### src/rtl/div_n_bit_seq.sv
// Iterative restoring divider (signed/unsigned), one quotient bit per clock, Start/Busy/Done handshake.
// Optional `DIV_ZERO_FLAG_EN adds a registered DivZero output.
module div_n_bit_seq #(
  parameter int N = 32
) (
  input  logic         clk,
  input  logic         rst,
  input  logic [N-1:0] X,
  input  logic [N-1:0] Y,
  input  logic         Start,
  input  logic         Signed,
  input  logic         QuoRem,
  output logic         Busy,
  output logic         Done,
  output logic [N-1:0] Out
`ifdef DIV_ZERO_FLAG_EN
  ,
  output logic         DivZero
`endif
);

  localparam logic [1:0] IDLE = 2'd0;
  localparam logic [1:0] RUN  = 2'd1;
  localparam logic [1:0] FIX  = 2'd2;
  localparam int CW = $clog2(N + 1);

  function automatic logic [N-1:0] cneg(input logic [N-1:0] v, input logic neg);
    return neg ? -v : v;
  endfunction

  logic [1:0]    state_q, state_d;
  logic [CW-1:0] count_q, count_d;
  logic          done_q, done_d;
  logic          dz_q, dz_d;
  logic [N-1:0]  quo_q, quo_d;
  logic [N-1:0]  rem_q, rem_d;
  logic [N-1:0]  a_q, a_d;
  logic [N-1:0]  b_q, b_d;
  logic [N-1:0]  p_q, p_d;
  logic          sgnq_q, sgnq_d;
  logic          sgnr_q, sgnr_d;
  logic [N:0]    p_sh;
  logic [N:0]    diff;
  logic          ge;

  // a_q starts as |X| and fills with quotient bits as the dividend shifts out
  always_comb begin
    state_d = state_q;
    count_d = count_q;
    done_d  = 1'b0;
    dz_d    = dz_q;
    quo_d   = quo_q;
    rem_d   = rem_q;
    a_d     = a_q;
    b_d     = b_q;
    p_d     = p_q;
    sgnq_d  = sgnq_q;
    sgnr_d  = sgnr_q;
    p_sh    = {p_q, a_q[N-1]};
    diff    = p_sh - {1'b0, b_q};
    ge      = ~diff[N];
    case (state_q)
      IDLE: begin
        if (Start) begin
          a_d     = cneg(X, Signed & X[N-1]);
          b_d     = cneg(Y, Signed & Y[N-1]);
          p_d     = '0;
          sgnq_d  = Signed & (X[N-1] ^ Y[N-1]);
          sgnr_d  = Signed & X[N-1];
          count_d = CW'(N);
          dz_d    = (Y == '0);
          state_d = (Y == '0) ? FIX : RUN;
        end
      end
      RUN: begin
        p_d     = ge ? diff[N-1:0] : p_sh[N-1:0];
        a_d     = {a_q[N-2:0], ge};
        count_d = count_q - CW'(1);
        if (count_q == CW'(1)) state_d = FIX;
      end
      FIX: begin
        // Divide by zero: a_q still holds |X|, so re-applying the sign restores X
        quo_d   = dz_q ? '1 : cneg(a_q, sgnq_q);
        rem_d   = dz_q ? cneg(a_q, sgnr_q) : cneg(p_q, sgnr_q);
        done_d  = 1'b1;
        state_d = IDLE;
      end
      default: state_d = IDLE;
    endcase
  end

  always_ff @(posedge clk or posedge rst) begin
    if (rst) begin
      state_q <= IDLE;
      count_q <= '0;
      done_q  <= 1'b0;
      dz_q    <= 1'b0;
      quo_q   <= '0;
      rem_q   <= '0;
    end else begin
      state_q <= state_d;
      count_q <= count_d;
      done_q  <= done_d;
      dz_q    <= dz_d;
      quo_q   <= quo_d;
      rem_q   <= rem_d;
    end
  end

  always_ff @(posedge clk) begin
    a_q    <= a_d;
    b_q    <= b_d;
    p_q    <= p_d;
    sgnq_q <= sgnq_d;
    sgnr_q <= sgnr_d;
  end

`ifdef DIV_ZERO_FLAG_EN
  logic dzf_q;

  always_ff @(posedge clk or posedge rst) begin
    if (rst)                dzf_q <= 1'b0;
    else if (state_q == FIX) dzf_q <= dz_q;
  end

  assign DivZero = dzf_q;
`endif

  assign Busy = (state_q != IDLE);
  assign Done = done_q;
  assign Out  = QuoRem ? rem_q : quo_q;

endmodule

### config.mk
export PLATFORM = sky130hd
export DESIGN_NAME = div_n_bit_seq
export DESIGN_NICKNAME = d
export VERILOG_FILES = /design/src/rtl/div_n_bit_seq.sv
export SDC_FILE = /design/constraint.sdc
export NUM_CORES = 1
export LEC_CHECK = 0
export BUFFER_PORTS_ARGS = -buffer_cell sky130_fd_sc_hd__buf_2
export CAP_MARGIN = 40
export CORE_MARGIN = 2
export CORE_UTILIZATION = 60
export CTS_CLUSTER_SIZE = 8
export DETAILED_ROUTE_END_ITERATION = 8
export PLACE_DENSITY = 0.8
export SKIP_LAST_GASP = 1
export SLEW_MARGIN = 20
export SYNTH_ARGS = -nofsm -noshare
export SYNTH_HDL_FRONTEND = slang
export SYNTH_SLANG_ARGS = --single-unit
### constraint.sdc
create_clock -name clk -period 8.4 [get_ports clk]
set_clock_uncertainty 0.1 [all_clocks]
set_input_delay 1.68 -clock clk [delete_from_list [all_inputs] [get_ports clk]]
set_output_delay 1.68 -clock clk [all_outputs]
set_load 0.02 [all_outputs]
# Yosys cells after proc, flatten, opt, wreduce, memory -nomap -nowiden
# Index checks and enable logic that the tools add are counted.
dict set report op_classes {
  mux 20
  n_reduce_logical 7
  add_sub_neg 6
  bitwise_logic 5
  n_eq_ne 5
}
# operator count
set ops {}
lappend ops {{2-to-1 mux 32 bit} 11}
lappend ops {{negator 32 bit} 4}
lappend ops {{one-hot mux 32 bit (2 select lines)} 2}
lappend ops {{subtractor 33 x 32 -> 33 bit} 1}
lappend ops {{zero test 32 bit} 1}
lappend ops {{one-hot mux 6 bit (2 select lines)} 1}
lappend ops {{equality test 6 x 1 -> 1 bit (second input constant)} 1}
lappend ops {{2-to-1 mux 2 bit} 3}
lappend ops {{2-to-1 mux 6 bit} 1}
lappend ops {{AND reduction 2 bit} 3}
lappend ops {{subtractor 6 x 1 -> 6 bit (second input constant)} 1}
lappend ops {{!= test 2 bit (second input constant)} 2}
lappend ops {{one-hot mux 2 bit (2 select lines)} 1}
lappend ops {{nonzero test 2 bit} 2}
lappend ops {{bitwise AND 1 bit} 3}
lappend ops {{equality test 2 x 1 -> 1 bit (second input constant)} 1}
lappend ops {{equality test 2 bit (second input constant)} 1}
lappend ops {{zero test 2 bit} 1}
lappend ops {{2-to-1 mux 1 bit} 1}
lappend ops {{NOT 1 bit} 1}
lappend ops {{XOR 1 bit} 1}
dict set report totals {
  reg_bits 172
  inputBits 69
  out_inout_bits 34
  wordCells 54
}

# Logic depth before layout (Yosys ltp)
dict set report logic_depth {
  depth_word 4
  depth_mapped 15
  mapped_depth_nobuf 12
}

# Worst setup path after synthesis
# OpenSTA, ideal clock, no wires.
dict set report synth_timing {
  kind {input to output}
  from {input QuoRem}
  to {output Out[10]}
  cell_stages 3
  path_slack_ns 3.996
  arrival_ns 2.624
  path_buffers 2
  required_ns 6.620
  cell_sequence {clkbuf_1 -> buf_1 -> mux2_2}
}
dict set report synth_via {
  elab_chain_len 1
}
# item line
set synth_rtl {}
lappend synth_rtl {{start: declaration} 12} ;# input logic QuoRem,
lappend synth_rtl {{2-to-1 mux 32 bit} 131} ;# assign Out = QuoRem ? rem_q : quo_q;
lappend synth_rtl {{end: declaration} 15} ;# output logic [N-1:0] Out
# No other way between the ends.

# Worst setup path in the final report
dict set report layout_timing {
  from {input QuoRem}
  to {output Out[31]}
}
# The elaborated chain is that of the path after synthesis.

==> run_results.csv <==
group,metric,value,unit
status,status,"finished clean",
clocking,clock-sinks,172,
floorplanning,row_count,52,
sta,fin_tns_setup,0,ns
sta,worst_slack,3.83,ns
cells_and_area,drive_above_1_share,14.7,%
logic_synthesis,synth_compound_area_share,16.7,%
cells_and_area,final_core_util,66.7,%
critical_path,endpoint_kind,"output port",
logic_synthesis,synth_cells,1391,
clocking,htreeDepth,4,
sta,worstMarginPinSlew,0.838,ns
sta,max_slew_margin,44.1,%
logic_synthesis,synth_top_family_by_area,"simple AND/OR/NAND/NOR gates",
logic_synthesis,ys.warnings.count,0,
logic_synthesis,synth_seq_cells,172,
hold_path,worstHoldPathType,"flip-flop to flip-flop",
routing,first_iter_violations,849,
logic_synthesis,synth-edff-count,98,
logic_synthesis,synth_area,12200,µm²
floorplanning,dieHeight,146,µm
clocking,ctsResizeCount,0,
global_route,antenna_found_initial,1,
floorplanning,ios,103,
sta,setup-violations-final,0,
clocking,numCtsBuffers,17,
critical_path,r2r_slack,4.14,ns
floorplanning,fp.dieW,146,µm
job,cap_violations,0,
sta,fmax,219,MHz
logic_synthesis,synthAdderAreaFrac,4.08,%
cells_and_area,syn_to_final_growth,10.0,%
routing,drtAntennaViolNets,0,
floorplanning,core-area,20000,µm²
critical_path,cp_max_fo,32,
placement,place.gp.congestion,0.949,
cells_and_area,fillers,1669,
clocking,post_cts_buffers,0,
routing,routedWlPerCell,16.4,µm
logic_synthesis,synth_fp_nets,1499,
routing,dr.pass1.iters,6,
logic_synthesis,yosysSeqAreaShare,39.4,%
sta,rsz0062_at_grt,"no",
clocking,cts-root-buf,"clkbuf_16",
global_route,grt_pass1_vias,9257,
logic_synthesis,synthSimpleGateAreaFrac,19.0,%
placement,io_buffer_count,102,
critical_path,cp.required,6.62,ns
pwr,ir_drop,0.186,mV
critical_path,rr_worst_depth,13,
cells_and_area,final_common_cell,"nand2_1",
placement,place_ws,3.72,ns
global_route,grt.total_usage,26.7,%
floorplanning,die-area,21400,µm²
critical_path,cp-start-kind,"input pin",
logic_synthesis,synth-xor-area-share,12.5,%
routing,vias,10148,
logic_synthesis,synth-async-reset-ratio,43.0,%
sta,finalHoldViolCount,0,
cells_and_area,most-common-layout-cells,"nand2_1 (236), o21ai_0 (121), a21oi_1 (110)",
logic_synthesis,synthDistinctLibCells,75,
clocking,clk_latency,0.43,ns
routing,drt_wl_total,28400,µm
sta,min_period_over_period,54.5,%
routing,drc,0,
global_route,grt_pass1_wl,46600,µm
logic_synthesis,muxShareOfSynthArea,3.60,%
logic_synthesis,syn_avg_cell_area,8.74,µm²
pwr,finalPower,4710,µW
clocking,cts_tree,"yes",
critical_path,worstSetupPathType,"input pin to output port",
pwr,p_leak,0.00578,µW
hold_path,min_path_cells,2,
routing,vias_per_cell,5.86,
sta,drv_slew,0,
global_route,grt_max_degree,65,
clocking,clk_pin_slew,0.06,ns
global_route,overflow,0,
clocking,cts_hold_buffers,0,
pwr,powerDensity,352,nW/µm²
sta,holdWs,0.373,ns
cells_and_area,nNetsFinal,1556,
clocking,clockBufferDepth,2,
logic_synthesis,ys.flop_type,"edfxtp_1",
critical_path,critPathArrivalTime,2.79,ns
sta,post-route-min-period,4.57,ns
floorplanning,initial_utilization,60.7,%
placement,hpwl,20900,µm
-- worst paths after layout --
check / startpoint / end
worst max-delay path: QuoRem / Out[31]
worst min-delay path: quo_q[0]$_DFFE_PP0P_ / quo_q[0]$_DFFE_PP0P_
worst max register to register: a_q[31]$_DFFE_PP_ / p_q[31]$_SDFFCE_PN0P_
worst min register to register: quo_q[0]$_DFFE_PP0P_ / quo_q[0]$_DFFE_PP0P_
max in group asynchronous: rst / quo_q[9]$_DFFE_PP0P_
min in group asynchronous: rst / count_q[4]$_DFFE_PP0P_
-- logic make-up (layout without fill, tap and decap cells) --
kind of cell	count (synthesis)	after routing
AO/OA/AOI/OAI	338	338
XOR/XNOR	174	174
adder cells (fa/ha/maj)	39	39
buffers and inverters	135	204
flip-flops	172	172
multiplexers	38	38
other	0	1
AND/OR/NAND/NOR	495	495
-- worst max-delay path, stage by stage --
cell and delay [ns]:
buf_2 0.53, mux2_2 0.42, buf_2 0.16
-- per-stage QoR --
step	instances	instance area [µm²]
detailed placement	1699	12800
global placement	1696	12700
global route	1731	13400
CTS	1730	13400
floorplan	1391	12200
finish	1731	13400
-- synth_stat cells (3+ instances only) --
master / n / area (µm²)
a211oi_1: 5 / 37.5
a21o_1: 10 / 75.1
a21oi_1: 110 / 551
a22oi_1: 4 / 30.0
a31oi_1: 7 / 43.8
a41oi_1: 4 / 35.0
and2_1: 7 / 43.8
and3_1: 10 / 62.6
buf_1: 9 / 33.8
buf_2: 8 / 40.0
buf_4: 7 / 52.6
clkbuf_1: 51 / 191
dfrtp_1: 74 / 1850
edfxtp_1: 98 / 2940
ha_1: 38 / 475
inv_1: 57 / 214
mux2_2: 33 / 372
mux2i_1: 4 / 40.0
nand2_1: 236 / 886
nand2b_1: 12 / 75.1
nand3_1: 14 / 70.1
nand3b_1: 5 / 37.5
nand4_1: 4 / 25.0
nor2_1: 97 / 364
nor2b_1: 9 / 56.3
nor3_1: 27 / 135
nor3b_1: 4 / 30.0
nor4_1: 9 / 56.3
nor4b_1: 3 / 26.3
o211ai_1: 7 / 52.6
o21ai_0: 121 / 606
o21bai_1: 3 / 22.5
o22a_1: 10 / 87.6
o22ai_1: 3 / 18.8
o31ai_1: 23 / 173
o41ai_1: 6 / 52.6
or2_2: 10 / 62.6
or3_1: 22 / 138
or4_1: 10 / 75.1
xnor2_1: 97 / 850
xor2_1: 77 / 674
-- final cells by class --
type / instances / area (µm²) / area share, %
antenna: 1 / 2.50 / 0.0187
multi-input combinational: 1084 / 6810 / 50.9
inverter: 58 / 218 / 1.63
clock inverter: 12 / 85.1 / 0.636
sequential: 172 / 4790 / 35.9
tap: 270 / 338 / 2.53
timing repair buffer: 115 / 648 / 4.85
clock buffer: 19 / 475 / 3.56
-- power by group --
part	switching [µW]	internal [µW]	leakage [µW]
Sequential	393	1330	0.00200
Clock	337	414	0.000284
Combinational	1300	933	0.00350
Total	2030	2680	0.00578
-- registers in the layout, indices dropped and copies added, names as in the netlist --
register,flops
Done,1
a_q,32
b_q,32
count_q,6
dz_q,1
p_q,32
quo_q,32
rem_q,32
sgnq_q,1
sgnr_q,1
state_q,2
-- routing by layer --
| metal | part of all wire, % | routed length, µm | global-route usage (%) |
|---|---|---|---|
| met5 | 0 | 0 | 0 |
| met4 | 1.8 | 503 | 7.18 |
| met3 | 7.7 | 2180 | 4.13 |
| met2 | 46 | 12900 | 41.9 |
| met1 | 45 | 12800 | 39.0 |
Note: power is estimated with default switching activity, not from simulation.
